## src/rtl/dm_arbiter_pkg.sv

```systemverilog
// Shared types and constants for the data-memory arbiter: access-size encodings,
// starvation counter width and the per-access request bundle.
package dm_arbiter_pkg;

    localparam int DM_OP_BIT      = 3;
    localparam int DM_ARB_CNT_BIT = 4;

    typedef logic [DM_OP_BIT-1:0] dm_op_t;

    localparam dm_op_t DM_OP_WD = 3'd0;
    localparam dm_op_t DM_OP_UH = 3'd1;
    localparam dm_op_t DM_OP_UB = 3'd2;
    localparam dm_op_t DM_OP_SH = 3'd3;
    localparam dm_op_t DM_OP_SB = 3'd4;

    typedef enum logic [1:0] {
        SEL_NONE = 2'd0,
        SEL_C    = 2'd1,
        SEL_D    = 2'd2
    } dm_sel_e;

    typedef struct packed {
        logic        we;
        dm_op_t      op;
        logic [31:0] addr;
        logic [31:0] wdata;
    } dm_acc_t;

    localparam dm_acc_t DM_ACC_IDLE = '{we: 1'b0, op: DM_OP_WD, addr: 32'h0, wdata: 32'h0};

    function automatic dm_acc_t dm_pick(input dm_sel_e sel, input dm_acc_t c_acc,
                                        input dm_acc_t d_acc);
        dm_acc_t res;
        case (sel)
            SEL_C:   res = c_acc;
            SEL_D:   res = d_acc;
            default: res = DM_ACC_IDLE;
        endcase
        return res;
    endfunction

endpackage

```

## src/rtl/dm_arbiter_if.sv

```systemverilog
// Requester-side port bundle (CPU or debug) and the memory-side bundle of the arbiter.
interface dm_port_if;
    import dm_arbiter_pkg::*;

    logic        req;
    logic        we;
    dm_op_t      op;
    logic [31:0] addr;
    logic [31:0] wdata;
    logic        gnt;
    logic        rvalid;
    logic [31:0] rdata;

    modport master (output req, we, op, addr, wdata, input gnt, rvalid, rdata);
    modport slave  (input req, we, op, addr, wdata, output gnt, rvalid, rdata);
endinterface

interface dm_mem_if;
    import dm_arbiter_pkg::*;

    logic        en;
    logic        w_en;
    dm_op_t      op;
    logic [31:0] addr;
    logic [31:0] wdata;
    logic [31:0] rdata;

    modport master (output en, w_en, op, addr, wdata, input rdata);
    modport slave  (input en, w_en, op, addr, wdata, output rdata);
endinterface

```

## src/rtl/dm_arb_port_rsp.sv

```systemverilog
// Per-port read response: captures memory read data on a granted read and
// raises rvalid for exactly the following cycle. Data holds until the next read.
module dm_arb_port_rsp (
    input  logic        clk,
    input  logic        rst,
    input  logic        gnt_i,
    input  logic        we_i,
    input  logic [31:0] rdata_i,
    output logic        rvalid_o,
    output logic [31:0] rdata_o
);

    logic        rvalid_q;
    logic [31:0] rdata_q;
    logic        capture;

    assign capture = gnt_i && !we_i;

    always_ff @(posedge clk or posedge rst) begin
        if (rst) begin
            rvalid_q <= 1'b0;
            rdata_q  <= 32'h0;
        end else begin
            rvalid_q <= capture;
            if (capture) begin
                rdata_q <= rdata_i;
            end
        end
    end

    assign rvalid_o = rvalid_q;
    assign rdata_o  = rdata_q;

endmodule

```

## src/rtl/dm_arbiter.sv

```systemverilog
// Two-port arbiter for the single-port data memory: CPU port c has fixed priority,
// debug port d is forced through after STARVE_LIMIT consecutive denied cycles.
module dm_arbiter
    import dm_arbiter_pkg::*;
#(
    parameter int unsigned STARVE_LIMIT = 4
) (
    input logic       clk,
    input logic       rst,
    dm_port_if.slave  c,
    dm_port_if.slave  d,
    dm_mem_if.master  m
);

    localparam logic [DM_ARB_CNT_BIT-1:0] LIMIT = DM_ARB_CNT_BIT'(STARVE_LIMIT);

    logic [DM_ARB_CNT_BIT-1:0] starve_cnt_q;
    logic [DM_ARB_CNT_BIT-1:0] starve_cnt_d;
    logic                      force_d;
    logic                      c_gnt;
    logic                      d_gnt;
    dm_sel_e                   sel;
    dm_acc_t                   c_acc;
    dm_acc_t                   d_acc;
    dm_acc_t                   win_acc;

    // Grants are gated by rst so nothing reaches the memory while reset is held.
    assign force_d = (starve_cnt_q == LIMIT) && d.req;
    assign c_gnt   = !rst && c.req && !force_d;
    assign d_gnt   = !rst && d.req && (!c.req || force_d);

    assign c.gnt = c_gnt;
    assign d.gnt = d_gnt;

    assign c_acc = '{we: c.we, op: c.op, addr: c.addr, wdata: c.wdata};
    assign d_acc = '{we: d.we, op: d.op, addr: d.addr, wdata: d.wdata};

    always_comb begin
        sel = SEL_NONE;
        if (c_gnt) begin
            sel = SEL_C;
        end else if (d_gnt) begin
            sel = SEL_D;
        end
    end

    assign win_acc = dm_pick(sel, c_acc, d_acc);

    assign m.en    = (sel != SEL_NONE);
    assign m.w_en  = win_acc.we;
    assign m.op    = win_acc.op;
    assign m.addr  = win_acc.addr;
    assign m.wdata = win_acc.wdata;

    // A forced grant is itself a d grant, so the counter clears right after it.
    always_comb begin
        starve_cnt_d = starve_cnt_q;
        if (d_gnt || !d.req) begin
            starve_cnt_d = '0;
        end else if (starve_cnt_q != LIMIT) begin
            starve_cnt_d = starve_cnt_q + 1'b1;
        end
    end

    always_ff @(posedge clk or posedge rst) begin
        if (rst) begin
            starve_cnt_q <= '0;
        end else begin
            starve_cnt_q <= starve_cnt_d;
        end
    end

    logic        port_gnt    [2];
    logic        port_we     [2];
    logic        port_rvalid [2];
    logic [31:0] port_rdata  [2];

    assign port_gnt[0] = c_gnt;
    assign port_gnt[1] = d_gnt;
    assign port_we[0]  = c.we;
    assign port_we[1]  = d.we;

    for (genvar gi = 0; gi < 2; gi++) begin : g_rsp
        dm_arb_port_rsp u_rsp (
            .clk      (clk),
            .rst      (rst),
            .gnt_i    (port_gnt[gi]),
            .we_i     (port_we[gi]),
            .rdata_i  (m.rdata),
            .rvalid_o (port_rvalid[gi]),
            .rdata_o  (port_rdata[gi])
        );
    end

    assign c.rvalid = port_rvalid[0];
    assign c.rdata  = port_rdata[0];
    assign d.rvalid = port_rvalid[1];
    assign d.rdata  = port_rdata[1];

endmodule

```

## src/flat_wrapper.sv

```systemverilog
// flat-port wrapper written by rule: the top's interface ports become plain ports
module dm_arbiter_flat import dm_arbiter_pkg::*;
#(
    parameter int unsigned STARVE_LIMIT = 4
)
  (clk, rst, c_req, c_we, c_op, c_addr, c_wdata, c_gnt, c_rvalid, c_rdata, d_req, d_we, d_op, d_addr, d_wdata, d_gnt, d_rvalid, d_rdata, m_en, m_w_en, m_op, m_addr, m_wdata, m_rdata);
  dm_port_if c_i ();
  dm_port_if d_i ();
  dm_mem_if m_i ();
  input logic clk;
  input logic rst;
  input wire logic [$bits(c_i.req)-1:0] c_req;
  input wire logic [$bits(c_i.we)-1:0] c_we;
  input wire logic [$bits(c_i.op)-1:0] c_op;
  input wire logic [$bits(c_i.addr)-1:0] c_addr;
  input wire logic [$bits(c_i.wdata)-1:0] c_wdata;
  output wire logic [$bits(c_i.gnt)-1:0] c_gnt;
  output wire logic [$bits(c_i.rvalid)-1:0] c_rvalid;
  output wire logic [$bits(c_i.rdata)-1:0] c_rdata;
  input wire logic [$bits(d_i.req)-1:0] d_req;
  input wire logic [$bits(d_i.we)-1:0] d_we;
  input wire logic [$bits(d_i.op)-1:0] d_op;
  input wire logic [$bits(d_i.addr)-1:0] d_addr;
  input wire logic [$bits(d_i.wdata)-1:0] d_wdata;
  output wire logic [$bits(d_i.gnt)-1:0] d_gnt;
  output wire logic [$bits(d_i.rvalid)-1:0] d_rvalid;
  output wire logic [$bits(d_i.rdata)-1:0] d_rdata;
  output wire logic [$bits(m_i.en)-1:0] m_en;
  output wire logic [$bits(m_i.w_en)-1:0] m_w_en;
  output wire logic [$bits(m_i.op)-1:0] m_op;
  output wire logic [$bits(m_i.addr)-1:0] m_addr;
  output wire logic [$bits(m_i.wdata)-1:0] m_wdata;
  input wire logic [$bits(m_i.rdata)-1:0] m_rdata;
  assign c_i.req = c_req;
  assign c_i.we = c_we;
  assign c_i.op = c_op;
  assign c_i.addr = c_addr;
  assign c_i.wdata = c_wdata;
  assign c_gnt = c_i.gnt;
  assign c_rvalid = c_i.rvalid;
  assign c_rdata = c_i.rdata;
  assign d_i.req = d_req;
  assign d_i.we = d_we;
  assign d_i.op = d_op;
  assign d_i.addr = d_addr;
  assign d_i.wdata = d_wdata;
  assign d_gnt = d_i.gnt;
  assign d_rvalid = d_i.rvalid;
  assign d_rdata = d_i.rdata;
  assign m_en = m_i.en;
  assign m_w_en = m_i.w_en;
  assign m_op = m_i.op;
  assign m_addr = m_i.addr;
  assign m_wdata = m_i.wdata;
  assign m_i.rdata = m_rdata;
  dm_arbiter #(.STARVE_LIMIT(STARVE_LIMIT)) u_core (.clk(clk), .rst(rst), .c(c_i), .d(d_i), .m(m_i));
endmodule
```

## config.mk

```make
export PLATFORM = sky130hd
export DESIGN_NAME = dm_arbiter_flat
export DESIGN_NICKNAME = d
export VERILOG_FILES = /design/src/rtl/dm_arbiter_pkg.sv /design/src/rtl/dm_arbiter_if.sv /design/src/rtl/dm_arb_port_rsp.sv /design/src/rtl/dm_arbiter.sv /design/src/flat_wrapper.sv
export SDC_FILE = /design/constraint.sdc
export NUM_CORES = 1
export LEC_CHECK = 0
export BUFFER_PORTS_ARGS = -buffer_cell sky130_fd_sc_hd__buf_4
export CELL_PAD_IN_SITES_DETAIL_PLACEMENT = 0
export CELL_PAD_IN_SITES_GLOBAL_PLACEMENT = 2
export CORE_MARGIN = 2
export CORE_UTILIZATION = 22
export CTS_CLUSTER_DIAMETER = 200
export DETAILED_ROUTE_END_ITERATION = 10
export PLACE_DENSITY = 0.86
export SETUP_SLACK_MARGIN = 0.5
export SLEW_MARGIN = 40
export SYNTH_ARGS = -nofsm -noshare
export SYNTH_HDL_FRONTEND = slang
export SYNTH_SLANG_ARGS = --single-unit
```

## constraint.sdc

```tcl
create_clock -name clk -period 6.1 [get_ports clk]
set_input_delay 0.915 -clock clk [delete_from_list [all_inputs] [get_ports clk]]
set_output_delay 0.915 -clock clk [all_outputs]
set_load 0.05 [all_outputs]
```

==> impl.org, run 1 <==
** GRT
- Entering global routing, the biggest net connects 73 pins.
- Leftover overflow at the end of global routing :: 0
- Number of global-route vias before repair :: 3491
- Number of antenna violations at the first check in global routing :: 0
- Global-route wire length before repair :: 19.7 mm
- GR Util All Layers :: 15.6%

** Yosys
- Synthesis produced 253 cells.
- The cell area that synthesis handed to floorplanning was 3440 um2.
- Yosys instantiated no cell more often than dfrtp_1.
- Area share of the largest cell type after synthesis :: 51.0%
- The commonest cells after synthesis are dfrtp_1 (70), a22o_1 (68), mux2_2 (64), clkbuf_1 (7).
- The average instance in the mapped netlist occupies 13.6 um2.
- Net count of the mapped netlist :: 427
- Number of distinct standard cells referenced by the synthesized netlist :: 27
- Number of synthesized register bits :: 70
- Cell taking the most area after synthesis :: dfrtp_1
- The Yosys step of the flow raised 0 warnings.
- Counting flops with a built-in enable in the synthesized netlist gives 0.
- Most frequently used flop master after synthesis :: dfrtp_1
- Yosys attributes the largest share of cell area to dfrtp_1 (51%), mux2_2 (21%), a22o_1 (17%), buf_6 (1.6%), buf_4 (0.87%).
- Sequential elements use 51.0% of the synthesized area.
- Post-synthesis async set-or-reset flop share :: 100%

** Floorplan
- The total area inside the core boundary comes to 15300 um2.
- DIE AREA :: 16600 um2
- For this configuration, the core starts out at a cell density of 22.5%.
- Die Span X :: 129 um
- 309 I/O pins were placed.
- Row Count :: 45
- From bottom edge to top edge, the die measures 129 um.

** Clock network
- The H-tree generated during clock tree synthesis spans 3 levels.
- Quantity of hold-fixing buffers added after cts :: 0
- Resize count post-CTS :: 0
- Clock tree synthesis inserted a total of 9 buffers.
- Setup Fix Bufs, Post-CTS :: 0
- The root buffer cell chosen for the clock tree is clkbuf_16.
- Counting along the longest clock path gives a buffer depth of 2.
- Clock-pin slew was measured on the worst setup and hold paths at 60 ps.
- Counting every sink on the clock net gives 70.
- At the later pin of the worst-skew pair, clock insertion delay measures 330 ps.
- Clock tree from TritonCTS :: yes

** Setup path
- On the worst path, the slowest cell contributes a delay of 560 ps.
- Worst reg-to-reg path cell count :: 6
- Library cell appearing most often on the critical path :: buf_4
- The worst setup path is captured at an output port.
- Total buffers and inverters traversed by the critical path :: 3
- Depth of the critical timing path with buffers and inverters included :: 6
- By startpoint and endpoint, the worst setup path is classified as in -> out.
- Critical Path, Cell by Cell :: buf_4 -> nand2b_1 -> a21oi_4 -> buf_4 -> a22o_1 -> buf_4
- For the worst setup path, the data arrival time is 2740 ps.
- Cell class contributing the biggest share of worst-path delay :: buffers and inverters
- Of all nets on the critical path, the largest fanout is 56.
- STA classifies the critical path startpoint as an input port.
- Critical path data required time :: 5180 ps
- For this design, the slowest cell found on the critical path is buf_4.

** Run status
- The run finished with clean final reports.

** Timing
- Adding up every negative setup slack in the final design gives 0 ps.
- The worst path needs 3650 ps of the cycle, external delays included.
- Final Cycle Share :: 59.8%
- Timing would allow up to 0.274 GHz.
- Final hold slack :: 506 ps
- The number of pins with negative max-slew slack in the final report is 0.
- The number of hold-slack violations in the final timing report came to 0.
- Between clock sinks in the finished design, the worst skew comes to 5.91 ps.
- RSZ-0062 raised after global routing :: no
- Normalized max-slew margin :: 50.0%
- Setup violations remaining at the end of the flow were counted as 0.
- For the pin with the worst max-slew slack, the measured transition is 750 ps.

** Layout
- Compared with the post-synthesis result, the final layout area differs by 82.0%.
- Measured on the finished design, the core utilization comes to 41.0%.
- Final nets :: 729
- Registers take 1750 um2.
- Share of layout cells above drive strength 1 :: 70.9%
- Area of the multi-input gates :: 1540 um2
- The filler cells instantiated in the layout total 1480.
- The repair_antennas step left the layout with diodes totalling 0.

** Drt
- The detail route stage leaves a number of antenna-violating nets equal to 0.
- Number of vias per cell after detailed routing :: 4.45
- Dividing the detail-routed wire length by the instance count gives 18.2 um.
- Drt first pass iters :: 4
- For this run, design rule violations remaining after detail routing come to 0.
- Detailed routing inserted a total of 3432 vias.
- After the first detailed-routing iteration, the DRC count stood at 163.
- Final wirelength :: 14.1 mm

** Power and ir drop
- Power per standard cell area :: 333 nW/um2
- Total power after layout :: 2.08 mW
- Static leakage :: 3.16 nW
- Largest vdd supply drop :: 214 uV

** Place
- Estimated wirelength of the detail-placed design :: 11.1 mm
- Port buffering added 308 buffers.
- RePlAce Congestion :: 0.912

** Worst hold path
- Cell depth of the worst min-delay path :: 1
- Path category of the worst min-delay check :: reg -> reg

** Job
- Max-cap viol count :: 0
-- sequential cells by signal, indices dropped and copies added (netlist names) --
name	count
u_core.starve_cnt_q	4
u_core.g_rsp.u_rsp.rdata_o	64
u_core.g_rsp.u_rsp.rvalid_o	2
-- final timing paths --
kind | from | end | slack [ps]
max | rst | m_wdata[23] | 2450
min | u_core.g_rsp[0].u_rsp.rdata_o[21]$_DFFE_PP0P_ | u_core.g_rsp[0].u_rsp.rdata_o[21]$_DFFE_PP0P_ | 510
max reg2reg | u_core.starve_cnt_q[0]$_DFFE_PP0P_ | u_core.g_rsp[1].u_rsp.rdata_o[9]$_DFFE_PP0P_ | 3990
min reg2reg | u_core.g_rsp[0].u_rsp.rdata_o[21]$_DFFE_PP0P_ | u_core.g_rsp[0].u_rsp.rdata_o[21]$_DFFE_PP0P_ | 510
max in group asynchronous | rst | u_core.g_rsp[1].u_rsp.rdata_o[20]$_DFFE_PP0P_ | 4840
min in group asynchronous | rst | u_core.starve_cnt_q[2]$_DFFE_PP0P_ | 780
-- routing by layer --
metal / global-route usage [%] / share of wire, % / vias to the layer above
met5: 0 / 0 / -
met4: 5.82 / 2.2 / 0
met3: 5.20 / 9.3 / 18
met2: 27.4 / 51 / 174
met1: 17.7 / 38 / 1665
li1: - / - / 1575
-- cell usage in the layout (no fill, tap or decap), types with 2 or more instances in the layout --
cell type    n
a21boi_0     2
a22o_1      68
buf_4      311
bufinv_16    2
clkbuf_16    9
clkinv_4     2
dfrtp_1     70
ha_1         2
inv_1        3
mux2_2      64
nand3_1      3
nand3b_1     2
nor2_1       2
nor3b_1      2
-- through the flow --
stage	setup slack, ps	cells	instance area (um2)
3_5_place_dp	2430	755	5920
2_1_floorplan	1470	253	3440
6_report	2450	771	6250
4_1_cts	2430	771	6250
3_3_place_gp	2460	755	5910
5_1_grt	2300	771	6250
-- cells by family (layout without fill, tap and decap cells) --
logic type                 after synthesis  count (layout)  share of synthesized area, %
AOI/OAI and AO/OA                       74              74                          19.0
adders and majority gates                2               2                         0.728
DFF                                     70              70                          51.0
buffers and inverters                   25             332                          4.44
xor gates and xnor gates                 1               1                         0.255
and+or+nand+nor                         16              16                          3.28
muxes                                   65              65                          21.3
-- power by group --
group	switching [mW]	internal, mW
logic	0.587	0.318
registers	0.0507	0.558
clock network	0.197	0.372
-- cell type report --
type	count	share of cell area [%]
timing repair buffer	312	37.5
sequential	70	28.0
multi-input combinational	158	24.7
tap	211	4.22
clock buffer	10	3.82
clock inverter	6	1.50
inverter	4	0.240
Power figures use the tool's default switching activity.
==> run 2: changes to the inputs <==
--- a/config.mk
+++ b/config.mk
@@ -9,10 +9,10 @@
 export CELL_PAD_IN_SITES_DETAIL_PLACEMENT = 0
 export CELL_PAD_IN_SITES_GLOBAL_PLACEMENT = 2
 export CORE_MARGIN = 2
-export CORE_UTILIZATION = 22
+export CORE_UTILIZATION = 21
 export CTS_CLUSTER_DIAMETER = 200
 export DETAILED_ROUTE_END_ITERATION = 10
-export PLACE_DENSITY = 0.86
+export PLACE_DENSITY = 0.83
 export SETUP_SLACK_MARGIN = 0.5
 export SLEW_MARGIN = 40
 export SYNTH_ARGS = -nofsm -noshare
==> constraint.sdc (replaced) <==
create_clock -name clk -period 3.8 [get_ports clk]
set_input_delay 0.57 -clock clk [delete_from_list [all_inputs] [get_ports clk]]
set_output_delay 0.57 -clock clk [all_outputs]
set_load 0.05 [all_outputs]
==> impl.org, run 2 (same netlist as run 1, synthesis figures left out) <==
** Clock network
- The later pin in the worst-skew pair is clocked with a latency of 330 ps.
- Buffer type at the clock tree root :: clkbuf_16
- Clock tree sinks :: 70
- The number of hold buffers added after CTS was 0.
- Setup Fix Bufs, Post-CTS :: 0
- In this run the number of H-tree levels came out at 3.
- After clock tree synthesis, the clock-pin slew on the worst setup and hold paths is 60 ps.
- Gates resized during post-CTS repair numbered 0.
- TritonCTS buffer count :: 9
- Clock tree from TritonCTS :: yes
- Longest Clk Path Bufs :: 2

** Floorplan
- Standard cell core area :: 15900 um2
- The die covers 17400 um2.
- Die Span X :: 132 um
- Row Count :: 46
- I/O pin total :: 309
- Starting density of the core :: 21.6%
- Die height :: 132 um

** GRT
- Global routing used 18.5% of the available met1 tracks.
- Met3 GRT Util :: 6.77%
- Most heavily used metal layer in global routing :: met2
- Global-route wire length before repair :: 22.7 mm
- The number of global-route vias before repair was 3753.
- Maximum number of pins on one net before global-route repair :: 73
- For this run the aggregate overflow at the end of global routing stands at 0.
- GR Util All Layers :: 16.8%
- The initial antenna violation count was 3.
- For met2 alone, demand over resource in global routing was 29.5%.

** Layout
- From synthesis to final layout, the design area changed by 84.6%.
- In the layout the commonest cells are buf_4 (312), dfrtp_1 (70), mux2_2 (64), a22o_1 (60), clkbuf_16 (9).
- Number of flip-flops under the largest register name :: 64
- Final nets :: 733
- Once layout is done, the placed cells without fillers occupy 6340 um2.
- Of the cells placed in the final design, the portion with a size suffix greater than 1 is 72.5%.
- Commonest non-fill, non-tap cell in the layout :: buf_4

** Setup path
- Startpoint kind of the worst setup timing path :: flop
- Worst R2R End :: u_core.g_rsp[1].u_rsp.rdata_o[20]$_DFFE_PP0P_
- Start point of the critical path :: u_core.starve_cnt_q[0]$_DFFE_PP0P_
- In this run the register-to-register setup slack is 1610 ps.
- STA puts the critical path data required time at 3230 ps.
- Highest net fanout along the worst path :: 45
- End of the critical path :: m_wdata[20]
- Type of the setup path with the least slack :: reg -> out
- Crit path arrival time :: 2420 ps
- Startpoint of the most critical register-to-register path :: u_core.starve_cnt_q[0]$_DFFE_PP0P_
- The worst setup path is captured at an output port.
- Worst reg-to-reg path cell count :: 6

** Place
- The count of buffers added on input and output ports is 308.
- Post-detailed-placement cell area :: 5980 um2
- After legalization and detailed placement, the total HPWL measured 12.2 mm.
- RePlAce Congestion :: 0.959

** Timing
- The number of hold-slack violations in the final timing report is 0.
- The worst path in the final design needs a cycle of 2990 ps, including I/O delays and setup.
- For this run, the top clock speed supported by timing is 0.334 GHz.
- Setup Skew :: 6.89 ps
- Normalized max-slew margin :: 56.5%
- After routing, the total negative slack on setup checks comes to 0 ps.
- Setup violations remaining at the end of the flow were counted as 0.
- For the pin with the worst max-slew slack, the measured transition is 652 ps.
- Max-slew violations :: 0
- Setup repair after global routing left no endpoint under its margin.
- Final Cycle Share :: 78.8%

** Drt
- Dividing the detail-routed via count by the number of cells gives 4.49.
- The pre-antenna-repair detailed-routing pass consisted of 4 iterations.
- Routed wire length per instance :: 19.7 um
- The routed design has 15.4 mm of wire.
- The routed layout has 3505 vias.
- Drt drc :: 0
- Starting DRT DRC Count :: 124
- Post-route ant nets :: 0

** Worst hold path
- Path category of the worst min-delay check :: in -> async

** Job
- The tool flagged a number of max-cap violations equal to 0.

** Power and ir drop
- Dividing total power by cell area gives a power density of 538 nW/um2.
- Largest vdd supply drop :: 338 uV
- The analysis attributes to cell leakage a power of 3.19 nW.

** Run status
- The flow ran to the end, and the final reports show no timing, DRC or antenna violations.
[run 2: worst min-delay path by stage]
stage / startpoint / end / slack [ps] / cells past startpoint
finish: rst / u_core.g_rsp[0].u_rsp.rdata_o[4]$_DFFE_PP0P_ / 450 / 3
global route: m_rdata[18] / u_core.g_rsp[0].u_rsp.rdata_o[18]$_DFFE_PP0P_ / 460 / 2
CTS: m_rdata[22] / u_core.g_rsp[0].u_rsp.rdata_o[22]$_DFFE_PP0P_ / 460 / 2
detailed placement: u_core.g_rsp[1].u_rsp.rdata_o[16]$_DFFE_PP0P_ / u_core.g_rsp[1].u_rsp.rdata_o[16]$_DFFE_PP0P_ / 500 / 1
global placement: u_core.g_rsp[1].u_rsp.rdata_o[30]$_DFFE_PP0P_ / u_core.g_rsp[1].u_rsp.rdata_o[30]$_DFFE_PP0P_ / 490 / 1
floorplan: u_core.starve_cnt_q[1]$_DFFE_PP0P_ / u_core.starve_cnt_q[1]$_DFFE_PP0P_ / 560 / 2
[run 2: final cells by class]
type	instances	area, um2
diodes	1	2.50
clock buffers	10	239
clock inverters	5	108
fillers	1564	9600
inverters	4	18.8
multi-input cells	159	1560
flip-flops and latches	70	1750
well taps	216	270
repair buffers	315	2390
[run 2: layer usage]
metal	part of all wire (%)	routed length, um	up-vias
met5	0.20	30	-
met4	1.6	252	4
met3	9.8	1510	20
met2	51	7900	174
met1	37	5660	1721
li1	-	-	1586
[run 2: per-stage QoR]
step | hold WS, ps | setup WS (ps) | total power, mW | std cells | util, %
3_3_place_gp | 493 | 955 | 2.44 | 762 | 37.5
5_1_grt | 465 | 649 | 3.55 | 780 | 39.8
2_1_floorplan | 558 | 499 | 1.91 | 253 | -
4_1_cts | 463 | 631 | 3.45 | 778 | 39.7
6_report | 449 | 806 | 3.41 | 780 | 39.8
3_5_place_dp | 497 | 938 | 2.46 | 763 | 37.5
[run 2: power by group]
| group | switching [mW] | total, mW | internal [mW] |
|---|---|---|---|
| Sequential | 0.0837 | 0.979 | 0.896 |
| Clock | 0.311 | 0.968 | 0.657 |
| Combinational | 0.949 | 1.47 | 0.516 |
[run 2: critical path, stage by stage, from the launching register on]
cell      delay [ps]
dfrtp_1          420
inv_1             80
ha_1             240
nand3b_4         160
a21oi_4          430
buf_12           290
a22o_1           230
buf_4            220
